[src/rtl/rst_seq_ctrl.sv]
// Reset sequencer: synchronised, hold-stretched, staggered per-domain release plus optional run limit.
// Define RSTSEQ_WDOG_EN to add a RUN-state watchdog (WDOG_CYCLES, wdog_kick_i, wdog_fired_o).
module rst_seq_ctrl #(
  parameter int unsigned NUM_CH         = 4,
  parameter int unsigned HOLD_CYCLES    = 8,
  parameter int unsigned STAGGER_CYCLES = 2,
  parameter int unsigned RUN_LIMIT      = 50,
  parameter int unsigned CNT_W          = 16
`ifdef RSTSEQ_WDOG_EN
  ,
  parameter int unsigned WDOG_CYCLES    = 32
`endif
) (
  input  logic              clk_i,
  input  logic              rst_ni,
  input  logic              sw_rst_req_i,
  input  logic              halt_clr_i,
`ifdef RSTSEQ_WDOG_EN
  input  logic              wdog_kick_i,
  output logic              wdog_fired_o,
`endif
  output logic [NUM_CH-1:0] ch_rst_o,
  output logic              all_released_o,
  output logic              halted_o,
  output logic [CNT_W-1:0]  run_cnt_o,
  output logic [1:0]        state_o
);

  typedef enum logic [1:0] {
    StAssert  = 2'b00,
    StRelease = 2'b01,
    StRun     = 2'b10,
    StHalt    = 2'b11
  } state_e;

  localparam logic [CNT_W-1:0] HoldLast = CNT_W'(HOLD_CYCLES - 1);
  localparam logic [CNT_W-1:0] StgLast  = CNT_W'(STAGGER_CYCLES - 1);
  localparam logic [CNT_W-1:0] RunLast  = CNT_W'(RUN_LIMIT - 1);

  logic [1:0] sync_q;
  logic       rst_sync;

  always_ff @(posedge clk_i or negedge rst_ni) begin
    if (!rst_ni) begin
      sync_q <= 2'b00;
    end else begin
      sync_q <= {sync_q[0], 1'b1};
    end
  end

  assign rst_sync = sync_q[1];

  state_e              state_q, state_d;
  logic [NUM_CH-1:0]   ch_rst_q, ch_rst_d, ch_shifted;
  logic                rel_q, rel_d;
  logic                halted_q, halted_d;
  logic [CNT_W-1:0]    run_cnt_q, run_cnt_d;
  logic [CNT_W-1:0]    hold_q, hold_d;
  logic [CNT_W-1:0]    stg_q, stg_d;
  logic                release_step;
  logic                go_assert;
  logic                wdog_fire;

  // Domains release LSB first, so each release step is a left shift of the mask.
  assign ch_shifted = ch_rst_q << 1;

  always_comb begin
    state_d      = state_q;
    ch_rst_d     = ch_rst_q;
    rel_d        = rel_q;
    halted_d     = halted_q;
    run_cnt_d    = run_cnt_q;
    hold_d       = hold_q;
    stg_d        = stg_q;
    release_step = 1'b0;

    unique case (state_q)
      StAssert: begin
        if (hold_q == HoldLast) begin
          release_step = 1'b1;
        end else begin
          hold_d = hold_q + 1'b1;
        end
      end
      StRelease: begin
        if (stg_q == StgLast) begin
          release_step = 1'b1;
        end else begin
          stg_d = stg_q + 1'b1;
        end
      end
      StRun: begin
        if (run_cnt_q != {CNT_W{1'b1}}) begin
          run_cnt_d = run_cnt_q + 1'b1;
        end
        if ((RUN_LIMIT != 0) && (run_cnt_q == RunLast)) begin
          state_d   = StHalt;
          ch_rst_d  = '1;
          halted_d  = 1'b1;
          rel_d     = 1'b0;
          run_cnt_d = run_cnt_q;
        end
      end
      StHalt: begin
      end
      default: begin
      end
    endcase

    if (release_step) begin
      ch_rst_d = ch_shifted;
      hold_d   = '0;
      stg_d    = '0;
      if (ch_shifted == '0) begin
        state_d   = StRun;
        rel_d     = 1'b1;
        run_cnt_d = '0;
      end else begin
        state_d = StRelease;
      end
    end

    go_assert = !rst_sync || sw_rst_req_i || wdog_fire || ((state_q == StHalt) && halt_clr_i);
    if (go_assert) begin
      state_d   = StAssert;
      ch_rst_d  = '1;
      rel_d     = 1'b0;
      halted_d  = 1'b0;
      run_cnt_d = '0;
      hold_d    = '0;
      stg_d     = '0;
    end
  end

  always_ff @(posedge clk_i or negedge rst_ni) begin
    if (!rst_ni) begin
      state_q   <= StAssert;
      ch_rst_q  <= '1;
      rel_q     <= 1'b0;
      halted_q  <= 1'b0;
      run_cnt_q <= '0;
      hold_q    <= '0;
      stg_q     <= '0;
    end else begin
      state_q   <= state_d;
      ch_rst_q  <= ch_rst_d;
      rel_q     <= rel_d;
      halted_q  <= halted_d;
      run_cnt_q <= run_cnt_d;
      hold_q    <= hold_d;
      stg_q     <= stg_d;
    end
  end

`ifdef RSTSEQ_WDOG_EN
  localparam int unsigned      WdogW    = (WDOG_CYCLES > 1) ? $clog2(WDOG_CYCLES) : 1;
  localparam logic [WdogW-1:0] WdogLast = WdogW'(WDOG_CYCLES - 1);

  logic [WdogW-1:0] wdog_q, wdog_d;
  logic             fired_q, fired_d;

  assign wdog_fire = (state_q == StRun) && !wdog_kick_i && (wdog_q == WdogLast);

  always_comb begin
    wdog_d = '0;
    if ((state_q == StRun) && (state_d == StRun) && !wdog_kick_i) begin
      wdog_d = wdog_q + 1'b1;
    end
    // A simultaneous software request takes priority and does not count as a fire.
    fired_d = fired_q | (wdog_fire & rst_sync & ~sw_rst_req_i);
  end

  always_ff @(posedge clk_i or negedge rst_ni) begin
    if (!rst_ni) begin
      wdog_q  <= '0;
      fired_q <= 1'b0;
    end else begin
      wdog_q  <= wdog_d;
      fired_q <= fired_d;
    end
  end

  assign wdog_fired_o = fired_q;
`else
  assign wdog_fire = 1'b0;
`endif

  assign ch_rst_o       = ch_rst_q;
  assign all_released_o = rel_q;
  assign halted_o       = halted_q;
  assign run_cnt_o      = run_cnt_q;
  assign state_o        = state_q;

endmodule

[config.mk]
export PLATFORM = sky130hd
export DESIGN_NAME = rst_seq_ctrl
export DESIGN_NICKNAME = d
export VERILOG_FILES = /design/src/rtl/rst_seq_ctrl.sv
export SDC_FILE = /design/constraint.sdc
export NUM_CORES = 1
export LEC_CHECK = 0
export ABC_AREA = 1
export BUFFER_PORTS_ARGS = -buffer_cell sky130_fd_sc_hd__buf_2
export CORE_UTILIZATION = 45
export CTS_CLUSTER_DIAMETER = 80
export CTS_CLUSTER_SIZE = 30
export DETAILED_ROUTE_END_ITERATION = 16
export PLACE_DENSITY_LB_ADDON = 0.3
export SETUP_SLACK_MARGIN = 0.1
export SLEW_MARGIN = 10
export SYNTH_ARGS = -nofsm -noshare
export SYNTH_HDL_FRONTEND = slang
export SYNTH_SLANG_ARGS = --single-unit
[constraint.sdc]
create_clock -name clk_i -period 2.1 [get_ports clk_i]
set_input_delay 0.315 -clock clk_i [delete_from_list [all_inputs] [get_ports clk_i]]
set_output_delay 0.315 -clock clk_i [all_outputs]
set_load 0.02 [all_outputs]
# Yosys cells after proc, flatten, opt, wreduce, memory -nomap -nowiden
# Cells that the tools add are included.
dict set report classes {
  addsub 3
  eq_ne 9
  muxes 34
  n_reduce_logical 16
}
# operator count
set op_table {}
lappend op_table {{16-bit 2-to-1 mux} 14}
lappend op_table {{16-bit by 1-bit adder with 16-bit output (second input constant)} 3}
lappend op_table {{16-bit by 1-bit equality test with 1-bit output (second input constant)} 1}
lappend op_table {{16-bit by 3-bit equality test with 1-bit output (second input constant)} 1}
lappend op_table {{16-bit by 6-bit equality test with 1-bit output (second input constant)} 1}
lappend op_table {{4-bit 2-to-1 mux} 4}
lappend op_table {{16-bit inequality test (second input constant)} 1}
lappend op_table {{3-bit nonzero test} 4}
lappend op_table {{1-bit 2-to-1 mux} 10}
lappend op_table {{2-bit 2-to-1 mux} 5}
lappend op_table {{2-bit AND reduction} 4}
lappend op_table {{3-bit inequality test (second input constant)} 2}
lappend op_table {{2-bit equality test (second input constant)} 2}
lappend op_table {{4-bit zero test} 1}
lappend op_table {{2-bit nonzero test} 2}
lappend op_table {{2-bit by 1-bit equality test with 1-bit output (second input constant)} 1}
lappend op_table {{2-bit zero test} 1}
lappend op_table {{1-bit logical OR} 2}
lappend op_table {{1-bit case mux with 2 select lines} 1}
lappend op_table {{1-bit logical AND} 1}
lappend op_table {{1-bit zero test} 1}
dict set report word_totals {
  register_bits 58
  input_bits 4
  output_inout_bits 24
  elab_cells 70
}

# Longest topological paths before layout
dict set report logic_depth {
  depth_word 7
  mapped_depth 13
  depth_no_buf 13
}

# Worst setup path before layout
# Ideal clock, no wire load.
dict set report synth_timing {
  path_type {register to register}
  startpoint {reg run_cnt_q[0], in the netlist run_cnt_o[0]}
  endpoint {reg run_cnt_q[10], in the netlist run_cnt_o[10]}
  setup_time_ns 0.120
  t_arrival_ns 1.570
  t_required_ns 1.980
  setup_slack_ns 0.410
  stages_incl_launch_ff 9
  n_path_buf 0
  period_less_slack_ns 1.690
  path_cell_list {dfrtp_1 > ha_1 > nand3_1 > nor3_1 > nand3_1 > nor2_1 > nand3_1 > nand2_1 > nor2_1}
}
dict set report synth_via {
  elab_chain_cells 7
  elab_cells_between_ends 9
  classes_between {1 x add/sub; 2 x eq/ne; 6 x mux}
}
# item line_no
set synth_rtl {}
lappend synth_rtl {{start: declaration} 57} ;# logic [CNT_W-1:0] run_cnt_q, run_cnt_d;
lappend synth_rtl {{start signal: assignment} 149} ;# run_cnt_q <= run_cnt_d;
lappend synth_rtl {{16-bit by 1-bit adder with 16-bit output or 16-bit inequality test (tied branches)} {94, 93}}
lappend synth_rtl {{16-bit 2-to-1 mux} 93} ;# if (run_cnt_q != {CNT_W{1'b1}}) begin
lappend synth_rtl {{16-bit 2-to-1 mux *} 96} ;# if ((RUN_LIMIT != 0) && (run_cnt_q == RunLast)) begin
lappend synth_rtl {{16-bit 2-to-1 mux *} 77} ;# unique case (state_q)
lappend synth_rtl {{16-bit 2-to-1 mux} 114} ;# if (ch_shifted == '0) begin
lappend synth_rtl {{16-bit 2-to-1 mux *} 110} ;# if (release_step) begin
lappend synth_rtl {{16-bit 2-to-1 mux *} 124} ;# if (go_assert) begin
lappend synth_rtl {{named net run_cnt_d[10]} 57}
# Mark *: on every way through the listed nets, which the timed path passes. The rest lies on a longest branch.
# A chain may end at the register's enable or synchronous reset.

# Worst setup path in the final report
dict set report layout_timing {
  startpoint {reg run_cnt_q[0], in the netlist run_cnt_o[0]}
  endpoint {reg run_cnt_q[0], in the netlist run_cnt_o[0]}
}
dict set report layout_via {
  elab_chain_cells 7
  elab_cells_between_ends 9
  classes_between {1 x add/sub; 2 x eq/ne; 6 x mux}
}
# item line_no
set layout_rtl {}
lappend layout_rtl {{16-bit by 1-bit adder with 16-bit output or 16-bit inequality test (tied branches)} {94, 93}}
lappend layout_rtl {{16-bit 2-to-1 mux} 93}
lappend layout_rtl {{16-bit 2-to-1 mux} 96}
lappend layout_rtl {{16-bit 2-to-1 mux *} 77}
lappend layout_rtl {{16-bit 2-to-1 mux} 114}
lappend layout_rtl {{16-bit 2-to-1 mux *} 110}
lappend layout_rtl {{16-bit 2-to-1 mux *} 124}
lappend layout_rtl {{named net run_cnt_d[0]} 57}
# Marked as above.

==> results.json <==
{
  "synth_edf_count": 0,
  "status": "complete, no violations",
  "tightest_slew_ps": 708,
  "fp.coreArea_mm2": 0.00777,
  "detail_route.wl_per_cell_um": 12.7,
  "yosysUniqueCellTypes": 29,
  "num_rows": 32,
  "cp_data_required_time_ps": 2330,
  "setup_viol": 0,
  "period_needed_ps": 1800,
  "cts_tree": "built",
  "ios": 28,
  "postCtsSetupBuffers": 0,
  "grt_start_max_net_pins": 29,
  "cp-start-kind": "flop",
  "track_usage_pct": 22.3,
  "port_buffers": 27,
  "nets": 596,
  "cp_slowest_stage_delay_ps": 440,
  "dp_hpwl_um": 6370,
  "skew_ps": 12.6,
  "period_share_pct": 85.9,
  "diodes": 0,
  "synth_area_mm2": 0.00365,
  "dpl_cell_area_mm2": 0.00393,
  "drt-pass1-iter-count": 5,
  "cp_max_fo": 10,
  "async_reset_ff_share_pct": 100,
  "synth_xor_area_share_pct": 1.68,
  "wl_um": 8830,
  "postRouteAntennaNets": 0,
  "path_clk_slew_ps": 70,
  "nFillCells": 765,
  "die_h_um": 92.0,
  "synthToLayoutAreaGrowth_pct": 13.9,
  "synth_top_family_by_area": "simple AND/OR/NAND/NOR gates",
  "setup_ws_ps": 297,
  "cap_viol_max_count": 0,
  "grt_pass1_wl_um": 15200,
  "cts.sinks": 58,
  "clk_latency_ps": 340,
  "rsz0062_at_grt": "false",
  "path_buf_inv": 2,
  "antenna_found_initial": 0,
  "synth_mux_area_share_pct": 0,
  "place_inst": 677,
  "finalInstanceArea_mm2": 0.00415,
  "ir_drop_mv": 0.358,
  "first_iter_violations": 228,
  "critPathSlowestCell": "dfrtp_1",
  "relSlewSlack_pct": 52.4,
  "hold_viol": 0,
  "fin_tns_setup_ps": 0,
  "gp_congestion": 0.956,
  "die_x_um": 92.0,
  "finalMaxSlewViolations": 0,
  "grt-ovfl-total": 0,
  "ys_seq_area_share_pct": 39.9,
  "ys.flop_type": "dfrtp_1",
  "p_leak_nw": 1.99,
  "grt_pass1_vias": 3370,
  "ys_seq_elements": 58,
  "yosys.area_share.simple_pct": 39.8,
  "register_area_mm2": 0.00146,
  "pwr_density_cell_mw_per_mm2": 588,
  "fin_cells": 694,
  "multiInputGateArea_mm2": 0.00187,
  "vias": 3639,
  "cp.arrival_ps": 2030,
  "initial_utilization_pct": 46.9,
  "hp-class": "reg -> reg",
  "cp_top_family": "simple AND/OR/NAND/NOR gates",
  "yosys.area_share.adder_pct": 1.72,
  "power_mw": 2.44,
  "synth.avg_cell_area_um2": 6.63,
  "die-area_mm2": 0.00847,
  "htree_levels": 3,
  "clock.fmax_mhz": 555,
  "drc_errors": 0,
  "syn-num-nets": 559,
  "yosys_warnings": 0,
  "clockBufferDepth": 2,
  "drive_gt1_share_pct": 12.0,
  "end_kind": "flop",
  "dp_slack_ps": 336,
  "via_per_inst": 5.24,
  "syn_inst": 550,
  "crit_chain": "ha_1 -> nand3_1 -> inv_1 -> nand3_1 -> nor2_1 -> nor2_2 -> buf_4 -> xor2_1 -> nor2_1",
  "synth_compound_area_share_pct": 7.89,
  "numCtsBuffers": 9,
  "clockRootBuffer": "clkbuf_8",
  "crit_type": "reg -> reg"
}
-- flip-flops by register name, summed over array words and instances, names as in the netlist --
name and flops:
run_cnt_o 16, sync_q 2, ch_rst_o 4, hold_q 16
stg_q 16, all_released_o 1, state_o 2, halted_o 1
-- path summary, 6_finish.rpt --
| check | from | end | slack [ps] | cells after the start |
|---|---|---|---|---|
| min in group asynchronous | rst_ni | run_cnt_o[0] | 440 | 2 |
| max reg2reg | run_cnt_o[0] | run_cnt_o[0] | 300 | 9 |
| max in group asynchronous | rst_ni | ch_rst_o[3] | 1020 | 3 |
| max | run_cnt_o[0] | run_cnt_o[0] | 300 | 9 |
| min | sync_q[0] | sync_q[1] | 350 | 0 |
| min reg2reg | sync_q[0] | sync_q[1] | 350 | 0 |
-- placed cells by master, fill, tap and decap left out, drive strengths merged, types with 5 or more instances in the layout --
cell type / synthesis / final
nor2: 114 / 114
nor3: 11 / 11
nand4: 10 / 10
nand2: 140 / 140
clkbuf: 1 / 12
inv: 65 / 65
dfrtp: 54 / 54
a21oi: 21 / 21
nand3: 68 / 68
xor2: 6 / 6
o21ai: 25 / 25
ha: 5 / 5
buf: 13 / 39
-- area by class of cell --
cell class	instances	share of cell area (%)
inverter	65	5.88
tap	102	3.07
clock buffer	12	3.74
clock inverter	4	1.21
sequential	58	35.1
multi-input combinational	413	45.1
timing repair buffer	40	5.97
-- per-stage QoR --
stage | util, % | hold slack [ps]
6_report | 53.4 | 350
5_1_grt | 53.4 | 360
4_1_cts | 53.4 | 352
3_5_place_dp | 50.6 | 281
3_3_place_gp | 50.6 | 284
2_1_floorplan | - | 19.4
-- synthesized netlist by cell type (3+ instances only) --
master    number  area [um^2]
nor3_1        11         55.1
ha_1           5         62.6
nand4_1       10         62.6
nor2_2         4         25.0
buf_2         10         50.1
dfstp_2        4          105
nand2_1      138          518
dfrtp_1       54         1350
nor2_1       110          413
inv_2          5         18.8
nand3_1       67          335
a211oi_1       3         22.5
xor2_1         6         52.6
o21ai_0       20          100
o21ai_1        5         25.0
inv_1         60          225
a21oi_1       21          105
-- cell families (layout without fill, tap and decap cells) --
kind of cell | Yosys count | after routing
simple gates | 346 | 346
buf+inv | 79 | 121
flops | 58 | 58
compound gates | 54 | 54
xor+xnor | 7 | 7
fa+ha+maj | 5 | 5
other cells | 1 | 1
-- metal layers --
metal  routed length [um]  part of all wire [%]  vias to the layer above  track usage, %
met5                    0                     0                        -               0
met4                  106                   1.2                        0            7.55
met3                  541                   6.1                       14            4.06
met1                 3960                    45                     1649            29.3
met2                 4220                    48                      147            37.1
li1                     -                     -                     1829               -
-- report_power, final --
group	internal (mW)	switching, mW	total, mW
combinational	0.0660	0.147	0.213
sequential	1.14	0.0224	1.16
clock	0.611	0.457	1.07
-- repair_timing --
| action | in CTS | in global routing |
|---|---|---|
| endpoints found under the hold margin | 14 | 0 |
| gates resized for setup | 0 | 1 |
| hold buffers | 1 | 0 |
| setup endpoints to repair | 0 | 1 |
(Power assumes the default switching activity.)
